### src/rtl/spi_reg_responder.sv
// ============================================================================
// Module   : spi_reg_responder
// Brief    : Oversampled SPI mode-0 responder bridging one command+data frame
//            onto a single-cycle synchronous register bus.
// Revision : 1.0 - initial release
// ============================================================================
`default_nettype none

module spi_reg_responder #(
    parameter int ADDR_W      = 7,
    parameter int DATA_W      = 8,
    parameter int SYNC_STAGES = 2
) (
    input  logic              clk,
    input  logic              rst,
    input  logic              SPI_CSN,
    input  logic              SPI_CLK,
    input  logic              SPI_MOSI,
    output logic              SPI_MISO,
    output logic [ADDR_W-1:0] reg_addr,
    output logic              reg_wr,
    output logic [DATA_W-1:0] reg_wdata,
    output logic              reg_rd,
    input  logic [DATA_W-1:0] reg_rdata,
    output logic              frame_err
);

    localparam int c_CMD_W   = 1 + ADDR_W;
    localparam int c_FRAME_W = c_CMD_W + DATA_W;
    localparam int c_SHIFT_W = (c_CMD_W > DATA_W) ? c_CMD_W : DATA_W;
    localparam int c_CNT_W   = $clog2(c_FRAME_W + 1);
    localparam logic [c_CNT_W-1:0] c_CMD_CNT   = c_CNT_W'(c_CMD_W);
    localparam logic [c_CNT_W-1:0] c_FRAME_CNT = c_CNT_W'(c_FRAME_W);

    typedef enum logic [2:0] {
        S_WAIT_IDLE = 3'd0,
        S_IDLE      = 3'd1,
        S_CMD       = 3'd2,
        S_RD_FETCH  = 3'd3,
        S_DATA      = 3'd4,
        S_DONE      = 3'd5
    } state_t;

    state_t r_state, w_state_next;

    logic [SYNC_STAGES-1:0] r_csn_sync, r_sclk_sync, r_mosi_sync;
    logic                   r_csn_prev, r_sclk_prev;
    logic [c_CNT_W-1:0]     r_bit_cnt;
    logic [c_SHIFT_W-2:0]   r_shift;
    logic [DATA_W-1:0]      r_tx;
    logic                   r_rnw, r_extra, r_miso;
    logic [ADDR_W-1:0]      r_reg_addr;
    logic [DATA_W-1:0]      r_reg_wdata;
    logic                   r_reg_wr, r_reg_rd, r_frame_err;

    logic                   w_csn, w_sclk, w_mosi;
    logic                   w_csn_fall, w_csn_rise, w_sclk_rise, w_sclk_fall;
    logic [c_CNT_W-1:0]     w_cnt_inc;
    logic [c_SHIFT_W-1:0]   w_shift_next;
    logic w_start, w_shift, w_decode, w_issue_rd, w_load_tx, w_tx_step;
    logic w_commit, w_err, w_extra;

    // Synchronizers reset CSN to "asserted" so WAIT_IDLE must see a genuine high.
    always_ff @(posedge clk) begin
        if (rst) begin
            r_csn_sync  <= '0;
            r_sclk_sync <= '0;
            r_mosi_sync <= '0;
            r_csn_prev  <= 1'b0;
            r_sclk_prev <= 1'b0;
        end else begin
            r_csn_sync  <= {r_csn_sync[SYNC_STAGES-2:0], SPI_CSN};
            r_sclk_sync <= {r_sclk_sync[SYNC_STAGES-2:0], SPI_CLK};
            r_mosi_sync <= {r_mosi_sync[SYNC_STAGES-2:0], SPI_MOSI};
            r_csn_prev  <= w_csn;
            r_sclk_prev <= w_sclk;
        end
    end

    assign w_csn        = r_csn_sync[SYNC_STAGES-1];
    assign w_sclk       = r_sclk_sync[SYNC_STAGES-1];
    assign w_mosi       = r_mosi_sync[SYNC_STAGES-1];
    assign w_csn_fall   = r_csn_prev & ~w_csn;
    assign w_csn_rise   = ~r_csn_prev & w_csn;
    assign w_sclk_rise  = ~r_sclk_prev & w_sclk & ~w_csn_rise;
    assign w_sclk_fall  = r_sclk_prev & ~w_sclk & ~w_csn_rise;
    assign w_cnt_inc    = r_bit_cnt + 1'b1;
    assign w_shift_next = {r_shift, w_mosi};

    always_ff @(posedge clk) begin
        if (rst) r_state <= S_WAIT_IDLE;
        else     r_state <= w_state_next;
    end

    always_comb begin
        w_state_next = r_state;
        w_start      = 1'b0;
        w_shift      = 1'b0;
        w_decode     = 1'b0;
        w_issue_rd   = 1'b0;
        w_load_tx    = 1'b0;
        w_tx_step    = 1'b0;
        w_commit     = 1'b0;
        w_err        = 1'b0;
        w_extra      = 1'b0;
        case (r_state)
            S_WAIT_IDLE: if (w_csn) w_state_next = S_IDLE;
            S_IDLE: begin
                if (w_csn_fall) begin
                    w_state_next = S_CMD;
                    w_start      = 1'b1;
                end
            end
            S_CMD: begin
                if (w_csn_rise) begin
                    w_state_next = S_IDLE;
                    w_err        = 1'b1;
                end else if (w_sclk_rise) begin
                    w_shift = 1'b1;
                    if (w_cnt_inc == c_CMD_CNT) begin
                        w_decode = 1'b1;
                        if (w_shift_next[ADDR_W]) begin
                            w_issue_rd   = 1'b1;
                            w_state_next = S_RD_FETCH;
                        end else begin
                            w_state_next = S_DATA;
                        end
                    end
                end
            end
            // First cycle has reg_rd high; the bus answers in the cycle after.
            S_RD_FETCH: begin
                if (w_csn_rise) begin
                    w_state_next = S_IDLE;
                    w_err        = 1'b1;
                end else if (!r_reg_rd) begin
                    w_load_tx    = 1'b1;
                    w_state_next = S_DATA;
                end
            end
            S_DATA: begin
                if (w_csn_rise) begin
                    w_state_next = S_IDLE;
                    w_err        = 1'b1;
                end else if (w_sclk_rise) begin
                    w_shift = 1'b1;
                    if (w_cnt_inc == c_FRAME_CNT) begin
                        w_commit     = ~r_rnw;
                        w_state_next = S_DONE;
                    end
                end else if (w_sclk_fall && r_rnw) begin
                    w_tx_step = 1'b1;
                end
            end
            S_DONE: begin
                if (w_csn_rise) begin
                    w_state_next = S_IDLE;
                    w_err        = r_extra;
                end else if (w_sclk_rise) begin
                    w_extra = 1'b1;
                end
            end
            default: w_state_next = S_WAIT_IDLE;
        endcase
    end

    always_ff @(posedge clk) begin
        if (rst) begin
            r_bit_cnt   <= '0;
            r_shift     <= '0;
            r_tx        <= '0;
            r_rnw       <= 1'b0;
            r_extra     <= 1'b0;
            r_miso      <= 1'b0;
            r_reg_addr  <= '0;
            r_reg_wdata <= '0;
            r_reg_wr    <= 1'b0;
            r_reg_rd    <= 1'b0;
            r_frame_err <= 1'b0;
        end else begin
            r_reg_wr    <= w_commit;
            r_reg_rd    <= w_issue_rd;
            r_frame_err <= w_err;
            if (w_start) begin
                r_bit_cnt <= '0;
                r_shift   <= '0;
                r_extra   <= 1'b0;
            end else if (w_shift) begin
                r_bit_cnt <= w_cnt_inc;
                r_shift   <= w_shift_next[c_SHIFT_W-2:0];
            end
            if (w_extra) r_extra <= 1'b1;
            if (w_decode) begin
                r_reg_addr <= w_shift_next[ADDR_W-1:0];
                r_rnw      <= w_shift_next[ADDR_W];
            end
            if (w_commit) r_reg_wdata <= w_shift_next[DATA_W-1:0];
            if (w_load_tx)      r_tx <= reg_rdata;
            else if (w_tx_step) r_tx <= {r_tx[DATA_W-2:0], 1'b0};
            // MISO only ever carries data while a read is in its data phase.
            if (w_state_next != S_DATA) r_miso <= 1'b0;
            else if (w_tx_step)         r_miso <= r_tx[DATA_W-1];
        end
    end

    assign SPI_MISO  = r_miso;
    assign reg_addr  = r_reg_addr;
    assign reg_wr    = r_reg_wr;
    assign reg_wdata = r_reg_wdata;
    assign reg_rd    = r_reg_rd;
    assign frame_err = r_frame_err;

endmodule

`default_nettype wire

### config.mk
export PLATFORM = sky130hd
export DESIGN_NAME = spi_reg_responder
export DESIGN_NICKNAME = d
export VERILOG_FILES = /design/src/rtl/spi_reg_responder.sv
export SDC_FILE = /design/constraint.sdc
export NUM_CORES = 1
export LEC_CHECK = 0
export CORE_MARGIN = 4
export CORE_UTILIZATION = 42
export CTS_CLUSTER_DIAMETER = 40
export DETAILED_ROUTE_END_ITERATION = 7
export SLEW_MARGIN = 20
export SYNTH_ARGS = -nofsm -noshare
export SYNTH_HDL_FRONTEND = slang
export SYNTH_SLANG_ARGS = --single-unit
### constraint.sdc
create_clock -name clk -period 2.4 [get_ports clk]
set_clock_uncertainty 0.05 [all_clocks]
set_input_delay 0.72 -clock clk [delete_from_list [all_inputs] [get_ports clk]]
set_output_delay 0.72 -clock clk [all_outputs]
set_load 0.005 [all_outputs]
# ---- Word level (Yosys, flattened, before mapping)
# Index checks and enable logic that the tools add are counted.
# W data, S select, Z words.
dict set report op_classes {
  add_sub_neg 1
  eq_ne 8
  mux 42
  bitwise_logic 15
  n_reduce_logical 9
}
# operator count
set op_table {}
lappend op_table {{$mux W3} 12}
lappend op_table {{$mux W1} 26}
lappend op_table {{$pmux W3 S6} 1}
lappend op_table {{$mux W8} 2}
lappend op_table {{$not A1 Y1} 9}
lappend op_table {{$and A1 B1 Y1} 6}
lappend op_table {{$eq A3 B2 Y1 const B} 2}
lappend op_table {{$eq A3 B3 Y1 const B} 2}
lappend op_table {{$reduce_or A2 Y1} 3}
lappend op_table {{$add A5 B1 Y5 const B} 1}
lappend op_table {{$eq A5 B4 Y1 const B} 1}
lappend op_table {{$eq A5 B5 Y1 const B} 1}
lappend op_table {{$reduce_or A5 Y1} 1}
lappend op_table {{$reduce_bool A2 Y1} 2}
lappend op_table {{$eq A3 B1 Y1 const B} 1}
lappend op_table {{$logic_not A3 Y1} 1}
lappend op_table {{$ne A3 B3 Y1 const B} 1}
lappend op_table {{$reduce_or A3 Y1} 1}
lappend op_table {{$pmux W1 S2} 1}
lappend op_table {{$logic_and A1 B1 Y1} 1}
dict set report totals {
  regBits 52
  inputBits 13
  output_inout_bits 19
  elab_cells 92
}

# ---- Depth between registers and ports, before layout
dict set report logic_depth {
  word_depth 11
  depth_mapped 7
  mapped_depth_nobuf 6
}

# ---- Worst setup path before layout
# Ideal clock, no wire load.
dict set report synth_timing {
  kind {reg2reg}
  startpoint {register r_bit_cnt[0]}
  endpoint {register r_reg_wdata[0] (netlist: reg_wdata[0])}
  setup_time_ns 0.128
  arrival_ns 1.942
  required_ns 2.222
  setup_slack_ns 0.280
  stages_incl_launch_ff 7
  path_buffers 0
  period_less_slack_ns 2.120
  path_cell_list {dfxtp_1 -> ha_1 -> xnor2_1 -> nand4_1 -> a2111oi_4 -> mux2i_1 -> nor2_1}
}
dict set report synth_between {
  elab_chain_len 6
}
# element line_no
set synth_rtl {}
lappend synth_rtl {{start: declaration} 48} ;# logic [c_CNT_W-1:0] r_bit_cnt;
lappend synth_rtl {{start signal: assignment} 189} ;# r_bit_cnt <= w_cnt_inc;
lappend synth_rtl {{$add A5 B1 Y5} 87} ;# assign w_cnt_inc = r_bit_cnt + 1'b1;
lappend synth_rtl {{$eq A5 B5 Y1} 147} ;# if (w_cnt_inc == c_FRAME_CNT) begin
lappend synth_rtl {{$mux W1} 147}
lappend synth_rtl {{$mux W1} 145} ;# end else if (w_sclk_rise) begin
lappend synth_rtl {{$mux W1} 142} ;# if (w_csn_rise) begin
lappend synth_rtl {{$mux W1} 106} ;# case (r_state)
lappend synth_rtl {{end signal: assignment} 197} ;# if (w_commit) r_reg_wdata <= w_shift_next[DATA_W-1:0];
lappend synth_rtl {{end: declaration} 53} ;# logic [DATA_W-1:0] r_reg_wdata;
# Every way passes these cells.
# A chain may end at the register's enable or synchronous reset.

# ---- Worst setup path after layout
dict set report layout_timing {
  startpoint {register r_bit_cnt[0]}
  endpoint {register r_miso (netlist: SPI_MISO)}
}
dict set report layout_between {
  elab_chain_len 8
  word_cells_on_any_way 12
  cone_classes {1 x add/sub; 3 x eq/ne; 7 x mux; 1 x reduce/logical}
}
# element line_no
set layout_rtl {}
lappend layout_rtl {{$add A5 B1 Y5 *} 87}
lappend layout_rtl {{$eq A5 B5 Y1 or $eq A5 B4 Y1 (tied branches)} {147, 120}}
lappend layout_rtl {{$mux W3 (on tied branches)} {147, 120}}
lappend layout_rtl {{$mux W3 (on tied branches)} {145, 118}}
lappend layout_rtl {{$mux W3 (on tied branches)} {142, 115}}
lappend layout_rtl {{$pmux W3 S6 *} 106}
lappend layout_rtl {{$ne A3 B3 Y1 *} 201} ;# if (w_state_next != S_DATA) r_miso <= 1'b0;
lappend layout_rtl {{$reduce_or A2 Y1 (no line) *} -}
lappend layout_rtl {{end signal: assignment} 202} ;# else if (w_tx_step) r_miso <= r_tx[DATA_W-1];
lappend layout_rtl {{end: declaration} 51} ;# logic r_rnw, r_extra, r_miso;
# Every way passes the cells marked *; elsewhere a longest branch is shown, timed or not.

==> impl_metrics.toml <==
[status]
status = "completed"

[clock_tree]
clkSlewWorstSetupHoldPaths_ps = 90
clockBufferDepth = 2
ctsResizeCount = 0
clk_latency_ps = 310
cts_tree = "built"
cts_num_sinks = 52
cts_max_level = 2
cts_buffers = 5
clockRootBuffer = "clkbuf_8"

[critical_path]
cpLargestDelayFamily = "simple AND/OR/NAND/NOR gates"
criticalPathCategory = "reg2reg"
r2r_cells = 8
cp_num_buf_inv = 2
worst_r2r_endpoint = "SPI_MISO$_SDFFE_PP0P_"
cp_max_fo = 10
cp_slowest_stage_delay_ps = 370
required_ps = 2560
startpoint_type = "flop"
crit_path_end_kind = "flop"
crit-reg2reg-launch = "r_bit_cnt[0]$_SDFFE_PP0P_"
crit_slowest_cell = "dfxtp_1"
cp.arrival_ps = 2360
r2r_slack_ps = 200
cp_cell_sequence = "ha_1 -> and3b_1 -> nor4b_1 -> buf_4 -> o2111a_1 -> buf_12 -> nand2_1 -> and4_1"

[synth]
synthCells = 224
syn_area_per_cell_um2 = 9.94
synthesis.area_um2 = 2230
synth_top_area_frac = 0.467
synth_seq_cells = 52
syn_nets = 239
yosysWarningCount = 0
yosysTopAreaCell = "dfxtp_1"
synthDistinctLibCells = 47
ys_async_sr_fraction = 0
yosys-top-cells-count = "dfxtp_1, nor2_1, mux2i_1"
yosysMostFrequentCell = "dfxtp_1"
yosys-top-cells-area = "dfxtp_1, mux2i_1, nor2_1, a211oi_1, nor2b_1"
synth-edff-count = 0
ys_seq_area_frac = 0.467
synth-main-ff-cell = "dfxtp_1"

[placed_design]
postPlaceCellArea_um2 = 2630
portBuffers = 31
gp_congestion = 0.774
dp_hpwl_mm = 2.92

[sta]
slew_headroom = 0.654
finalMaxSlewViolations = 0
clock.fmax_mhz = 454
setup_viol = 0
fin_setup_tns_ps = 0
tightest_slew_ps = 519
hold_viol = 0
fin_crit_sh = 0.918
period_minus_slack_ps = 2200
grt_setup_unrepaired = "no"

[floorplan]
dieArea_um2 = 6530
die-width_um = 80.8
core_um2 = 5140
ios = 32
rows = 26
fp.dieH_um = 80.8
initial_core_util = 0.433

[pwr]
power_frac_clock = 0.352
p_leak_uw = 0.000958
sequentialPowerShare = 0.605
switching_power_uw = 337
ir_drop_uv = 322
p_comb_frac = 0.043
swShare = 0.233
internal_power_uw = 1110
power.density_nw_per_um2 = 530

[layout]
num_antenna_cells = 0
utilization = 0.532
syn_to_final_growth_pct = 22.8
drive_above_1_share = 0.0878
layout.nets = 276
fin_area_um2 = 2730

[global_route]
grt-ovfl-total = 0
grt_pass1_vias = 1585
grt_pass1_wl_mm = 7.45
grt_max_degree = 38
grt_use_total = 0.147
antenna_found_initial = 0

[route]
routed_wl_mm = 4.40
drc_errors = 0
viasPerCell = 5.00
drt_iter0_markers = 86
dr.pass1.iters = 4
via_count = 1659
ant_nets = 0
post_drt_wl_per_cell_um = 13.2

[worst_hold_path]
holdCritStartpoint = "r_csn_sync[0]$_SDFF_PP0_"
whs_path_depth = 1
worstHoldEndpoint = "r_csn_sync[1]$_SDFF_PP0_"
hold_class = "reg2reg"

[job]
maxCapViolations = 0
## layout by cell type (no fill, tap or decap), types with 2 or more instances in the layout
master / count
a211oi_1: 9
a21o_1: 2
a21oi_1: 6
and2b_1: 2
and3_1: 2
and3b_1: 4
and4_1: 3
buf_4: 10
clkbuf_8: 5
clkdlybuf4s50_1: 31
dfxtp_1: 52
ha_1: 2
mux2i_1: 31
nand2_1: 8
nand2b_1: 5
nand4_1: 2
nor2_1: 40
nor2b_1: 9
nor3_1: 2
o21a_1: 2
o22ai_1: 2
xnor2_1: 2
xor2_1: 4
## cell type report
cell class	instances	area, um^2
fillers	514	2410
clock buffers	5	68.8
multi-input cells	158	1100
flip-flops and latches	52	1040
well taps	70	87.6
inverters	2	7.51
clock inverters	3	22.5
repair buffers	42	405
## worst max-delay path by stage
| stage | startpoint | to | cells after the start | slack, ps |
|---|---|---|---|---|
| 6_report | r_bit_cnt[0]$_SDFFE_PP0P_ | SPI_MISO$_SDFFE_PP0P_ | 8 | 200 |
| 3_3_place_gp | rst | SPI_MISO$_SDFFE_PP0P_ | 6 | 70 |
| 2_1_floorplan | r_bit_cnt[0]$_SDFFE_PP0P_ | reg_wdata[0]$_SDFFE_PP0P_ | 6 | 280 |
| 3_5_place_dp | rst | SPI_MISO$_SDFFE_PP0P_ | 6 | 50 |
| 4_1_cts | r_bit_cnt[0]$_SDFFE_PP0P_ | SPI_MISO$_SDFFE_PP0P_ | 8 | 170 |
| 5_1_grt | r_bit_cnt[0]$_SDFFE_PP0P_ | reg_wdata[6]$_SDFFE_PP0P_ | 7 | 40 |
## what timing repair did
item,CTS,global route
buffers inserted,0,2
hold buffers,0,0
endpoints found under the setup margin,0,2
## worst register-to-register path, cell delays in order, from the launching register on
cell,delay [ps]
dfxtp_1,370
ha_1,290
and3b_1,210
nor4b_1,310
buf_4,180
o2111a_1,230
buf_12,160
nand2_1,100
and4_1,200
## logic make-up (layout without fill, tap and decap cells)
kind of cell | after synthesis | after routing | share of synthesized area
XOR/XNOR | 6 | 6 | 0.0236
flip-flops | 52 | 52 | 0.467
adder cells (fa/ha/maj) | 2 | 2 | 0.0112
AO/OA/AOI/OAI | 32 | 32 | 0.110
buffers and inverters | 14 | 52 | 0.0382
multiplexers | 31 | 31 | 0.139
AND/OR/NAND/NOR | 87 | 87 | 0.210
## sequential cells by signal, summed over array words and instances, names as in the netlist, 2 cells and up
register / cells
r_bit_cnt: 5
r_csn_sync: 2
r_tx: 8
reg_addr: 7
r_shift: 7
r_sclk_sync: 2
reg_wdata: 8
r_state: 3
r_mosi_sync: 2
## through the flow
stage / setup slack, ps / power (uW) / cells / hold WS [ps]
final: 197 / 1450 / 332 / 394
after global placement: 72.4 / 958 / 322 / 368
after floorplan: 280 / 927 / 224 / 364
after CTS: 174 / 1470 / 330 / 400
after global routing: 38.5 / 1510 / 332 / 412
after detailed placement: 53.7 / 958 / 322 / 377
## power by group through the flow
stage          combinational (uW)  sequential (uW)  clock, uW
3_3_place_gp                 62.3              896          0
4_1_cts                      62.3              876        529
3_5_place_dp                 62.0              896          0
6_report                     62.1              876        510
2_1_floorplan                32.7              894          0
5_1_grt                      68.2              877        562
## per-layer routing
metal / wire length, um / track usage
met1: 2220 / 0.200
met2: 1940 / 0.220
met3: 142 / 0.0344
met4: 93 / 0.0659
met5: 0 / 0
Power figures use the tool's default switching activity.
==> RTL change 1 (same settings) <==
Encoding of `state_t`: now one-hot (6 bits for 6 states).
--- a/src/rtl/spi_reg_responder.sv
+++ b/src/rtl/spi_reg_responder.sv
@@ -32,13 +32,13 @@
     localparam logic [c_CNT_W-1:0] c_CMD_CNT   = c_CNT_W'(c_CMD_W);
     localparam logic [c_CNT_W-1:0] c_FRAME_CNT = c_CNT_W'(c_FRAME_W);
 
-    typedef enum logic [2:0] {
-        S_WAIT_IDLE = 3'd0,
-        S_IDLE      = 3'd1,
-        S_CMD       = 3'd2,
-        S_RD_FETCH  = 3'd3,
-        S_DATA      = 3'd4,
-        S_DONE      = 3'd5
+    typedef enum logic [5:0] {
+        S_WAIT_IDLE = 6'b000001,
+        S_IDLE      = 6'b000010,
+        S_CMD       = 6'b000100,
+        S_RD_FETCH  = 6'b001000,
+        S_DATA      = 6'b010000,
+        S_DONE      = 6'b100000
     } state_t;
 
     state_t r_state, w_state_next;
Formal check against the unedited RTL: no difference found for any inputs over 10 cycles, from zero or initial values and one cycle with rst high; not proved beyond that.
==> RTL change 1 against the original RTL <==
Sequential cell count rose by 3; wire length grew 7.3%; non-clock buffer count increased by 1; cell area up 7.8%; sequential power is 5.6% higher; total power increased by 18%; hold slack gained 0.0049 ns; worst setup slack worse by 0.020 ns; area after synthesis increased by 6.1%; first-iteration DRC count up 3.5%; critical endpoint is now reg_wdata[6]$_SDFFE_PP0P_; largest cell class unchanged; largest power group unchanged; highest routed layer unchanged.
==> RTL change 1: results (changes against the original RTL) <==
- Outcome: complete, no violations
- Number of ordinary inverters in the final layout: 3 (+1)
- Vias in the first global route: 1754 (+11%)
- Non-CTS buffers: 43 (+2.4%)
- P_leak: 1.01 nW (+5.8%)
- Post-synth cell types: 46 (-2.1%)
- Mapped Cells: 246 (+9.8%)
- #MultiIn Comb: 178 (+13%)
- Non-clk buf share: 14.0% (-0.82 points)
- R2r setup slk: 0.18 ns (-0.02 ns)
- Peak supply drop: 0.000415 V (+29%)
- DP HPWL: 3.34 mm (+14%)
- Post-DP Area: 0.00281 sq mm (+7.0%)
- Sequential cell area share: 37.4% (-0.73 points)
- Clock Sinks: 55 (+5.8%)
- Hold_ws: 0.399 ns (+0.00495 ns)
- Layout fillers: 516 (+0.39%)
- Core Util, Final: 53.9% (+0.67 points)
- Fin nets: 301 (+9.1%)
- Avg Vias per Cell: 4.93 (-1.3%)
- Worst slack, placed: 0.194 ns (+0.140 ns)
- All-Layer GR Usage: 14.1% (-0.54 points)
- Drt wl/cell: 13.1 um (-0.81%)
- Vias: 1770 (+6.7%)
- Clock-cell share: 4.63% (+1.3 points)
RTL change 1: kinds of logic after synthesis:
family                     count (synthesis)  share of synthesized area [%]
AOI/OAI and AO/OA                         38                           10.8
xor gates and xnor gates                   5                           1.85
adders and majority gates                  3                           1.48
buffers and inverters                     13                           2.75
DFF                                       55                           46.6
muxes                                     32                           13.6
and+or+nand+nor                          100                           22.9
RTL change 1: routing by layer:
metal | vias to the layer above | part of all wire, % | track usage, % | wire length [um]
li1 | 937 | - | - | -
met1 | 800 | 52 | 19.1 | 2440
met2 | 28 | 43 | 21.4 | 2010
met3 | 5 | 4.7 | 5.06 | 224
met4 | 0 | 0.93 | 3.86 | 44
met5 | - | 0 | 0 | 0
RTL change 1: power by group:
part           internal, W  leakage (nW)  switching [W]   total, W
clock             0.000416        0.0644       0.000298   0.000714
combinational    0.0000373         0.504      0.0000339  0.0000712
sequential        0.000919         0.444     0.00000582   0.000925
==> RTL change 2 (same settings) <==
Made on the original files. The parameter `DATA_W` goes from 8 to 4.
--- a/src/rtl/spi_reg_responder.sv
+++ b/src/rtl/spi_reg_responder.sv
@@ -8,7 +8,7 @@
 
 module spi_reg_responder #(
     parameter int ADDR_W      = 7,
-    parameter int DATA_W      = 8,
+    parameter int DATA_W      = 4,
     parameter int SYNC_STAGES = 2
 ) (
     input  logic              clk,
Interface: changed (resized reg_rdata and reg_wdata); port bits go from 32 to 24. No check against the original RTL was run, so the function may have changed too.
==> RTL change 2 against the original RTL <==
Wire length grew 0.93%; cell area fell by 14%; area after synthesis is 13% lower; cell count shrank 13%; worst setup slack better by 0.15 ns; first-iteration DRC count rose by 56%; total power is 11% lower; sequential cell count decreased by 9.
==> RTL change 2: results (changes against the original RTL) <==
- All-Layer GR Usage: 17.0% (+2.4 points)
- Initial antenna violation count: 0 (unchanged)
- Clk slew on worst S/H paths: 0.08 ns
- Post-synth cell types: 40 (-15%)
- Layout cells sized above 1: 10.1% (+1.3 points)
- CP startpoint: r_bit_cnt[0]$_SDFFE_PP0P_
- Fin nets: 247 (-11%)
- First DRT Iteration DRCs: 134 (+56%)
- Sequential area share after synthesis: 44.6% (-2.2 points)
- Setup bufs post-CTS: 0 (unchanged)
- Hold Path Sink: r_mosi_sync[1]$_SDFF_PP0_
- Post-DP Area: 0.00224 sq mm (-15%)
- TritonCTS Buffers: 5 (unchanged)
- Worst-skew pair later-pin latency: 0.29 ns (-0.02 ns)
- Layout fillers: 400 (-22%)
- Comb. pwr: 0.0000646 W (+4.0%)
- Syn_nets: 220 (-7.9%)
- Delay-heaviest family, CP: simple AND/OR/NAND/NOR gates
- Drt wl/cell: 15.4 um (+16%)
- Number of port buffers: 23 (-26%)
- Outcome: complete, no violations
- Critical R2R Capture: reg_wdata[1]$_SDFFE_PP0P_
- Crit-path max cell delay: 0.53 ns (+0.16 ns)
- First-pass GRT wire length: 7.34 mm (-1.5%)
- Final RePlAce weighted congestion: 0.845 (+9.1%)
- Worst Hold Launch: r_mosi_sync[0]$_SDFF_PP0_
- Avg Vias per Cell: 5.58 (+12%)
- Top post-synthesis cells by area: dfxtp_1 (45%), mux2i_1 (6.7%), a21oi_1 (4.4%), nor2b_1 (4.2%), nand2b_1 (3.9%)
- Worst min path class: register to register
- Synth top cells by count: dfxtp_1 (43), a21oi_1 (17), mux2i_1 (13), nor2_1 (13), nor2b_1 (13)
- CP max-delay cell: or4_4
- Part of the power in registers: 56.9% (-3.6 points)
- DP HPWL: 3.14 mm (+7.4%)
- Vias in the first global route: 1555 (-1.9%)
- # DRC: 0 (unchanged)
- Critical Path Fanout Max: 12 (+2)
- Synth async-reset ratio: 0% (unchanged)
- Worst endpoint data arrival time: 2.23 ns (-0.13 ns)
- Peak supply drop: 0.000388 V (+20%)
- Least-Margin Pin Slew: 0.605 ns (+0.0859 ns)
- R2r setup slk: 0.34 ns (+0.15 ns)
- P_leak: 0.827 nW (-14%)
- Reg2reg path depth: 5 (-3)
- P_int: 0.000988 W (-11%)
- Largest net degree at the start of global routing: 32 (-16%)
==> RTL change 2: area by class of cell <==
type,instances,area share [%]
Clock buffer,6,3.53
Clock inverter,2,0.695
Tap cell,52,2.78
Inverter,6,0.963
Sequential cell,43,36.8
Timing Repair Buffer,32,12.7
Multi-Input combinational cell,148,42.5
==> RTL change 2: through the flow <==
step                      total power, W  cells  hold slack [ns]  utilization (%)  setup WS (ns)
final                            0.00128    289            0.396             53.0          0.345
after global routing             0.00133    289            0.421             53.0          0.196
after CTS                        0.00130    289            0.404             53.0          0.348
after detailed placement        0.000813    281            0.385             50.8          0.355
after global placement          0.000811    281            0.373             50.8          0.421
after floorplan                 0.000784    209            0.364                -          0.637
==> RTL change 2: how the worst max path moves through the flow <==
stage	to	slack, ns	cells after the start
floorplan	reg_wdata[0]$_SDFFE_PP0P_	0.64	5
global placement	SPI_MISO$_SDFFE_PP0P_	0.42	4
detailed placement	reg_wdata[1]$_SDFFE_PP0P_	0.35	5
CTS	reg_wdata[1]$_SDFFE_PP0P_	0.35	5
global route	reg_wdata[0]$_SDFFE_PP0P_	0.20	5
finish	reg_wdata[1]$_SDFFE_PP0P_	0.34	5
==> RTL change 2: metal layers <==
metal	vias up	routed length [um]	track usage, %
li1	808	-	-
met1	762	2080	22.6
met5	-	0	0
met2	36	2110	26.5
met3	6	189	4.62
met4	0	58	6.02
==> RTL change 2: logic make-up after synthesis <==
group	count (synthesis)	share of synthesized area, %
AOI/OAI and AO/OA	45	15.0
adders and majority gates	2	1.30
muxes	13	6.74
buffers and inverters	18	3.95
DFF	43	44.6
and+or+nand+nor	82	25.7
xor gates and xnor gates	6	2.72
